### config.mk
export PLATFORM = sky130hd
export DESIGN_NAME = bscan_out_chain_flat
export DESIGN_NICKNAME = d
export VERILOG_FILES = /design/src/rtl/bscan_pkg.sv /design/src/rtl/bscan_if.sv /design/src/rtl/bscan_cell.sv /design/src/rtl/bscan_out_chain.sv /design/src/flat_wrapper.sv
export SDC_FILE = /design/constraint.sdc
export NUM_CORES = 1
export LEC_CHECK = 0
export CAP_MARGIN = 20
export CORE_UTILIZATION = 44
export CTS_BUF_LIST = sky130_fd_sc_hd__clkbuf_4 sky130_fd_sc_hd__clkbuf_8 sky130_fd_sc_hd__clkbuf_16
export DETAILED_ROUTE_END_ITERATION = 8
export GPL_ROUTABILITY_DRIVEN = 0
export PLACE_DENSITY = 0.8
export SLEW_MARGIN = 30
export SYNTH_ARGS = -nofsm -noshare
export SYNTH_HDL_FRONTEND = slang
export SYNTH_HIERARCHICAL = 1
export SYNTH_SLANG_ARGS = --single-unit
### constraint.sdc
create_clock -name clk -period 1.2 [get_ports clk]
set_input_delay 0.12 -clock clk [delete_from_list [all_inputs] [get_ports clk]]
set_output_delay 0.12 -clock clk [all_outputs]
set_load 0.05 [all_outputs]
### src/rtl/bscan_pkg.sv
// Shared definitions for the boundary-scan output chain.
//   mode_e      : pad source select (NORMAL, EXTEST, CLAMP, HIGHZ)
//   data_idx/oe_idx : chain positions of a channel's data and output-enable cells
package bscan_pkg;

   typedef enum logic [1:0] {
      MODE_NORMAL = 2'd0,
      MODE_EXTEST = 2'd1,
      MODE_CLAMP  = 2'd2,
      MODE_HIGHZ  = 2'd3
   } mode_e;

   localparam int unsigned CELLS_PER_CH = 2;
   localparam int unsigned DATA_OFS     = 0;
   localparam int unsigned OE_OFS       = 1;

   function automatic int unsigned data_idx(input int unsigned ch);
      return CELLS_PER_CH * ch + DATA_OFS;
   endfunction

   function automatic int unsigned oe_idx(input int unsigned ch);
      return CELLS_PER_CH * ch + OE_OFS;
   endfunction

endpackage

### src/rtl/bscan_if.sv
// Scan-control bundle between the TAP-side controller and the DR chain.
//   capture_dr, shift_dr, update_dr : DR phase controls
//   tdi : serial scan in, tdo : serial scan out
// master = TAP side, slave = chain side.
interface bscan_if;

   logic capture_dr;
   logic shift_dr;
   logic update_dr;
   logic tdi;
   logic tdo;

   modport master (
      output capture_dr,
      output shift_dr,
      output update_dr,
      output tdi,
      input  tdo
   );

   modport slave (
      input  capture_dr,
      input  shift_dr,
      input  update_dr,
      input  tdi,
      output tdo
   );

endinterface

### src/rtl/bscan_cell.sv
// One boundary-scan cell: capture/shift stage plus update stage.
//   clk, rst_n     : scan clock, async active-low reset
//   capture_dr     : load shift stage from cap_in (wins over shift_dr)
//   shift_dr       : load shift stage from si
//   update_dr      : copy pre-edge shift stage into update stage
//   cap_in, si     : capture source, serial in
//   so, uq         : shift stage out, update stage out
// RST_VAL is the reset value of the update stage only; the shift stage resets to 0.
module bscan_cell #(
   parameter logic RST_VAL = 1'b0
) (
   input  logic clk,
   input  logic rst_n,
   input  logic capture_dr,
   input  logic shift_dr,
   input  logic update_dr,
   input  logic cap_in,
   input  logic si,
   output logic so,
   output logic uq
);

   logic sr_q, sr_d;
   logic upd_q, upd_d;

   always_comb begin
      sr_d = sr_q;
      if (capture_dr) begin
         sr_d = cap_in;
      end else if (shift_dr) begin
         sr_d = si;
      end
   end

   always_comb begin
      upd_d = upd_q;
      if (update_dr) begin
         upd_d = sr_q;
      end
   end

   always_ff @(posedge clk or negedge rst_n) begin
      if (!rst_n) begin
         sr_q  <= 1'b0;
         upd_q <= RST_VAL;
      end else begin
         sr_q  <= sr_d;
         upd_q <= upd_d;
      end
   end

   assign so = sr_q;
   assign uq = upd_q;

endmodule

### src/rtl/bscan_out_chain.sv
// Boundary-scan output register for NCH tristate pad channels.
//   clk, rst_n      : scan clock, async active-low reset
//   core_d, core_oe : functional data / enable from the core
//   pad_i           : pad readback, captured into the data cells
//   mode            : pad source select (see bscan_pkg::mode_e)
//   scan            : DR controls, tdi/tdo
//   pad_o, pad_oe   : to pad drivers
//   upd_q           : update-stage contents (cell 2i data, 2i+1 OE)
// The chain runs tdi -> cell L-1 -> ... -> cell 0 -> tdo.
module bscan_out_chain
   import bscan_pkg::*;
#(
   parameter int unsigned NCH    = 8,
   parameter logic        RST_OE = 1'b0
) (
   input  logic              clk,
   input  logic              rst_n,
   input  logic [NCH-1:0]    core_d,
   input  logic [NCH-1:0]    core_oe,
   input  logic [NCH-1:0]    pad_i,
   input  mode_e             mode,
   bscan_if.slave            scan,
   output logic [NCH-1:0]    pad_o,
   output logic [NCH-1:0]    pad_oe,
   output logic [2*NCH-1:0]  upd_q
);

   localparam int unsigned L = 2 * NCH;

   logic [L-1:0] so_vec;
   logic [L-1:0] si_vec;

   // Each cell takes its serial input from the next-higher cell; the top cell takes tdi.
   assign si_vec   = {scan.tdi, so_vec[L-1:1]};
   assign scan.tdo = so_vec[0];

   for (genvar i = 0; i < NCH; i++) begin : g_ch
      localparam int unsigned DI = data_idx(i);
      localparam int unsigned OI = oe_idx(i);

      logic po, poe;

      bscan_cell #(
         .RST_VAL (1'b0)
      ) u_data (
         .clk        (clk),
         .rst_n      (rst_n),
         .capture_dr (scan.capture_dr),
         .shift_dr   (scan.shift_dr),
         .update_dr  (scan.update_dr),
         .cap_in     (pad_i[i]),
         .si         (si_vec[DI]),
         .so         (so_vec[DI]),
         .uq         (upd_q[DI])
      );

      bscan_cell #(
         .RST_VAL (RST_OE)
      ) u_oe (
         .clk        (clk),
         .rst_n      (rst_n),
         .capture_dr (scan.capture_dr),
         .shift_dr   (scan.shift_dr),
         .update_dr  (scan.update_dr),
         .cap_in     (core_oe[i]),
         .si         (si_vec[OI]),
         .so         (so_vec[OI]),
         .uq         (upd_q[OI])
      );

      // Mode is deliberately not registered: outputs follow it combinationally.
      always_comb begin
         po  = upd_q[DI];
         poe = 1'b0;
         unique case (mode)
            MODE_NORMAL: begin
               po  = core_d[i];
               poe = core_oe[i];
            end
            MODE_EXTEST: poe = upd_q[OI];
            MODE_CLAMP:  poe = 1'b1;
            MODE_HIGHZ:  poe = 1'b0;
            default:     poe = 1'b0;
         endcase
      end

      assign pad_o[i]  = po;
      assign pad_oe[i] = poe;
   end

endmodule

### src/flat_wrapper.sv
// flat-port wrapper written by rule: the top's interface ports become plain ports
module bscan_out_chain_flat import bscan_pkg::*;
#(
   parameter int unsigned NCH    = 8,
   parameter logic        RST_OE = 1'b0
)
  (clk, rst_n, core_d, core_oe, pad_i, mode, pad_o, pad_oe, upd_q, scan_capture_dr, scan_shift_dr, scan_update_dr, scan_tdi, scan_tdo);
  bscan_if scan_i ();
  input  logic clk;
  input  logic rst_n;
  input  logic [NCH-1:0] core_d;
  input  logic [NCH-1:0] core_oe;
  input  logic [NCH-1:0] pad_i;
  input  mode_e mode;
  output logic [NCH-1:0] pad_o;
  output logic [NCH-1:0] pad_oe;
  output logic [2*NCH-1:0] upd_q;
  input wire logic [$bits(scan_i.capture_dr)-1:0] scan_capture_dr;
  input wire logic [$bits(scan_i.shift_dr)-1:0] scan_shift_dr;
  input wire logic [$bits(scan_i.update_dr)-1:0] scan_update_dr;
  input wire logic [$bits(scan_i.tdi)-1:0] scan_tdi;
  output wire logic [$bits(scan_i.tdo)-1:0] scan_tdo;
  assign scan_i.capture_dr = scan_capture_dr;
  assign scan_i.shift_dr = scan_shift_dr;
  assign scan_i.update_dr = scan_update_dr;
  assign scan_i.tdi = scan_tdi;
  assign scan_tdo = scan_i.tdo;
  bscan_out_chain #(.NCH(NCH), .RST_OE(RST_OE)) u_core (.clk(clk), .rst_n(rst_n), .core_d(core_d), .core_oe(core_oe), .pad_i(pad_i), .mode(mode), .scan(scan_i), .pad_o(pad_o), .pad_oe(pad_oe), .upd_q(upd_q));
endmodule
After elaboration in Yosys (flattened, before gate mapping)

Index checks and enable logic that the tools add are counted.

Flip-flop bits (word level): 32
Input port bits: 32
Word-level logic and storage cells: 85
Output and inout bits: 33

Eq/ne operators: 3
Reductions and logical operators: 2
Mux-type cells: 48

Operators by type and width:

| operator           | number |
|---|---|
| $mux 1             | 40 |
| $pmux 1 s4         | 8 |
| $eq 2x2->1 const B | 2 |
| $eq 2x1->1 const B | 1 |
| $logic_not 2->1    | 1 |
| $reduce_bool 2->1  | 1 |

Logic depth before layout (Yosys ltp)

Depth in word-level cells: 2
Depth in mapped cells: 5
Gate-level depth less buffers: 2

Modules after synthesis

The synthesis kept the hierarchy.

By module, submodules not included:

| module          | times used | area each (µm²) | sequential area each (µm²) | cells each |
|---|---|---|---|---|
| bscan_cell      | 16         | 83.8            | 50.0                       | 6 |
| bscan_out_chain | 1          | 377.9           | 0.0                        | 45 |

Worst setup path before layout

No wires, ideal clock.

Path type: register -> output
From: register u_core.g_ch[0].u_data.upd_q
To: output pad_o[0]
Required time: 1080 ps
Cell stages (with the launch flop): 3
Path buffers: 1
Setup slack: 17 ps
Arrival time: 1063 ps
Cell sequence: dfrtp_1 > mux2_2 > buf_4

Longest elaborated chain between the ends: 1

RTL lines:

| what                   | RTL line              | RTL |
|---|---|---|
| start, declared        | bscan_cell.sv:24      | `logic upd_q, upd_d;` |
| start signal, assigned | bscan_cell.sv:48      | `upd_q <= upd_d;` |
| $mux 1                 | bscan_out_chain.sv:75 | `unique case (mode)` |
| end, declared          | flat_wrapper.sv:15    | `output logic [NCH-1:0] pad_o;` |

No other way between the ends.

Worst setup path after layout

Same ends and word-level chain as after synthesis.

==> impl_metrics.yaml <==
yosys:
  synth.area.top_cells: "dfrtp_1 (47%), mux2_4 (14%), mux2i_1 (9.3%), buf_4 (7.0%), mux2_2 (5.2%)"
  synth-simple-area-share_pct: 7.21
  syn_area_um2: 1720
  ys_ff_latch: 32
  synth_flop_cell: "dfrtp_1"
  syn_nets: 173
  synth_edf_count: 0
  synth_top_area_share_pct: 46.6
  postSynth.asyncResetShare_pct: 100
  syn_area_per_cell_um2: 12.2
  synth_fa_ha_area_share_pct: 0
  synth_cell_types: 12
  yosysSeqAreaShare_pct: 46.6
  ys_warn_count: 6
  yosysMostFrequentCell: "dfrtp_1"
  synth_mux_area_share_pct: 28.5
  synth-xor-area-share_pct: 0
  syn_inst: 141
  synth-compound-area-share_pct: 8.73
  synth_largest_area_cell: "dfrtp_1"
  synth_top_family_by_area: "multiplexers"
worst_setup_path:
  rrSetupSlack_ns: 0.17
  crit_slowest_cell: "dfrtp_1"
  slowest_delay_ns: 0.40
  crit_fanout: 2
  r2r-end: "u_core/g_ch[0].u_data/uq"
  crit_chain: "mux2_4 -> buf_8"
  setup.worst_path.start_class: "flop"
  cp_data_arrival_time_ns: 1.14
  crit_path_end_kind: "primary output"
  r2r_start: "u_core/g_ch[0].u_data/uq"
  required_ns: 1.08
  crit_type: "reg2out"
  reg2reg_depth: 3
sta:
  fin_hold_ws_ns: 0.195
  finalSetupViolations: 8
  layout_min_cycle_time_ns: 1.26
  clock.fmax_mhz: 796
  post-route-period-util_pct: 105
  slew_viol_final: 0
  fin_ws_ns: -0.0561
  rsz0062_at_grt: "yes"
  slew_headroom_pct: 83.0
  worst_pin_slew_ns: 0.255
  final.setup.tns_ns: -0.267
  hold_viol_final: 0
  fin_skew_ns: 0.00397
routing:
  drc_errors: 0
  drtIter0Drc: 50
  drtAntennaViolNets: 0
  viasPerCell: 5.36
  firstDrtPassIters: 4
  wl_per_cell_um: 19.3
  vias: 1431
  totalWireLength_um: 5160
clocking:
  cts_max_path_buffers: 2
  cts_tree: "done"
  clk_pin_slew_ns: 0.07
  numCtsBuffers: 5
  cts_sinks: 32
  hold_buffers: 0
  root_buffer: "clkbuf_8"
  clock_latency_ns: 0.29
  h-tree-depth: 2
grt:
  grtUsageTotal_pct: 27.2
  grt_overflow: 0
  grt_max_degree: 33
  grt_pass1_vias: 1534
  grt_first_pass_wirelength_um: 8170
  antenna_found_initial: 0
place:
  postPlaceCellArea_um2: 2600
  port_buffers: 64
  hpwlAfterDp_um: 3170
finish:
  stdcell_area_um2: 3010
  diodes: 0
  fin_util_pct: 81.1
  drive_gt1_share_pct: 48.4
  area_delta_synth_final_pct: 75.3
  finalNetCount: 250
pwr:
  peakVddDrop_mv: 1.12
  leakage_uw: 0.00141
  total_power_uw: 4360
  p_per_area_nw_per_um2: 1450
floorplan:
  num_rows: 22
  dieWidth_um: 64.5
  initial_utilization_pct: 46.3
  pin_count: 65
  dieArea_um2: 4160
  core_um2: 3720
  die_h_um: 64.5
hold_path:
  hold_class: "in2async"
outcome:
  status: "finished, violations left"
  violations: "setup timing"
flow_run:
  cap_violations: 0
## cell families after synthesis
| group | Yosys count |
|---|---|
| AO/OA/AOI/OAI | 24 |
| AND/OR/NAND/NOR | 26 |
| buffers and inverters | 19 |
| multiplexers | 40 |
| flip-flops | 32 |
## where the power goes
part	switching (uW)	leakage [uW]	internal, uW	total, uW
sequential	137	0.000385	1220	1360
clock	426	0.0000541	614	1040
combinational	948	0.000967	1020	1960
## cells in the final DEF (no fill, tap or decap), types with 2 or more instances in the layout
master	instances
buf_12	29
buf_2	2
buf_4	16
buf_6	4
buf_8	8
clkbuf_8	5
clkdlybuf4s50_1	29
dfrtp_1	28
dfrtp_2	4
mux2_4	24
mux2i_1	16
nand2_1	16
nor2_1	8
o21ai_1	16
o2bb2ai_2	8
## cell type report
cell class                 count  area, um^2
fill                         200         703
clock buffer                   5        68.8
tap                           48        60.1
multi-input combinational     90         845
clock inverter                 3        42.5
sequential                    32         806
timing repair buffer          89        1190
## worst max-delay path, delay by kind of cell, from the launching register on
family   cells  cell delay (ns)
flops        1             0.40
buf+inv      1             0.15
mux          1             0.30
## sequential cells by signal, summed over array words and instances (netlist names)
register and flops:
u_core/g_ch.u_data/uq 8, u_core/g_ch.u_oe/uq 8, u_core/g_ch.u_data/so 8, u_core/g_ch.u_oe/so 8
## what timing repair did
item,4_1_cts,5_1_grt
buffers inserted,12,6
pin swaps,1,3
resized for setup,25,25
endpoints found under the setup margin,16,14
## worst max path at each step
stage,startpoint,to,slack [ns]
detailed placement,mode[1],pad_oe[4],-0.46
floorplan,u_core/g_ch[0].u_data/uq,pad_o[0],0.02
finish,u_core/g_ch[0].u_data/uq,pad_o[0],-0.06
global route,u_core/g_ch[0].u_data/uq,pad_o[0],-0.09
global placement,mode[1],pad_oe[6],-0.42
CTS,u_core/g_ch[0].u_data/uq,pad_o[0],-0.04
## metrics by stage
step	instances	setup WS [ns]
after global placement	241	-0.415
after CTS	261	-0.0372
final	267	-0.0561
after global routing	267	-0.0898
after floorplan	141	0.0167
after detailed placement	241	-0.459
## per-layer routing
layer  GRT usage (%)  wire length, um  vias up
met5               0                0        -
met4            11.7              126        0
met3            6.16              391       10
met2            47.4             2710       81
li1                -                -      635
met1            31.9             1930      705
(Power assumes the default switching activity.)
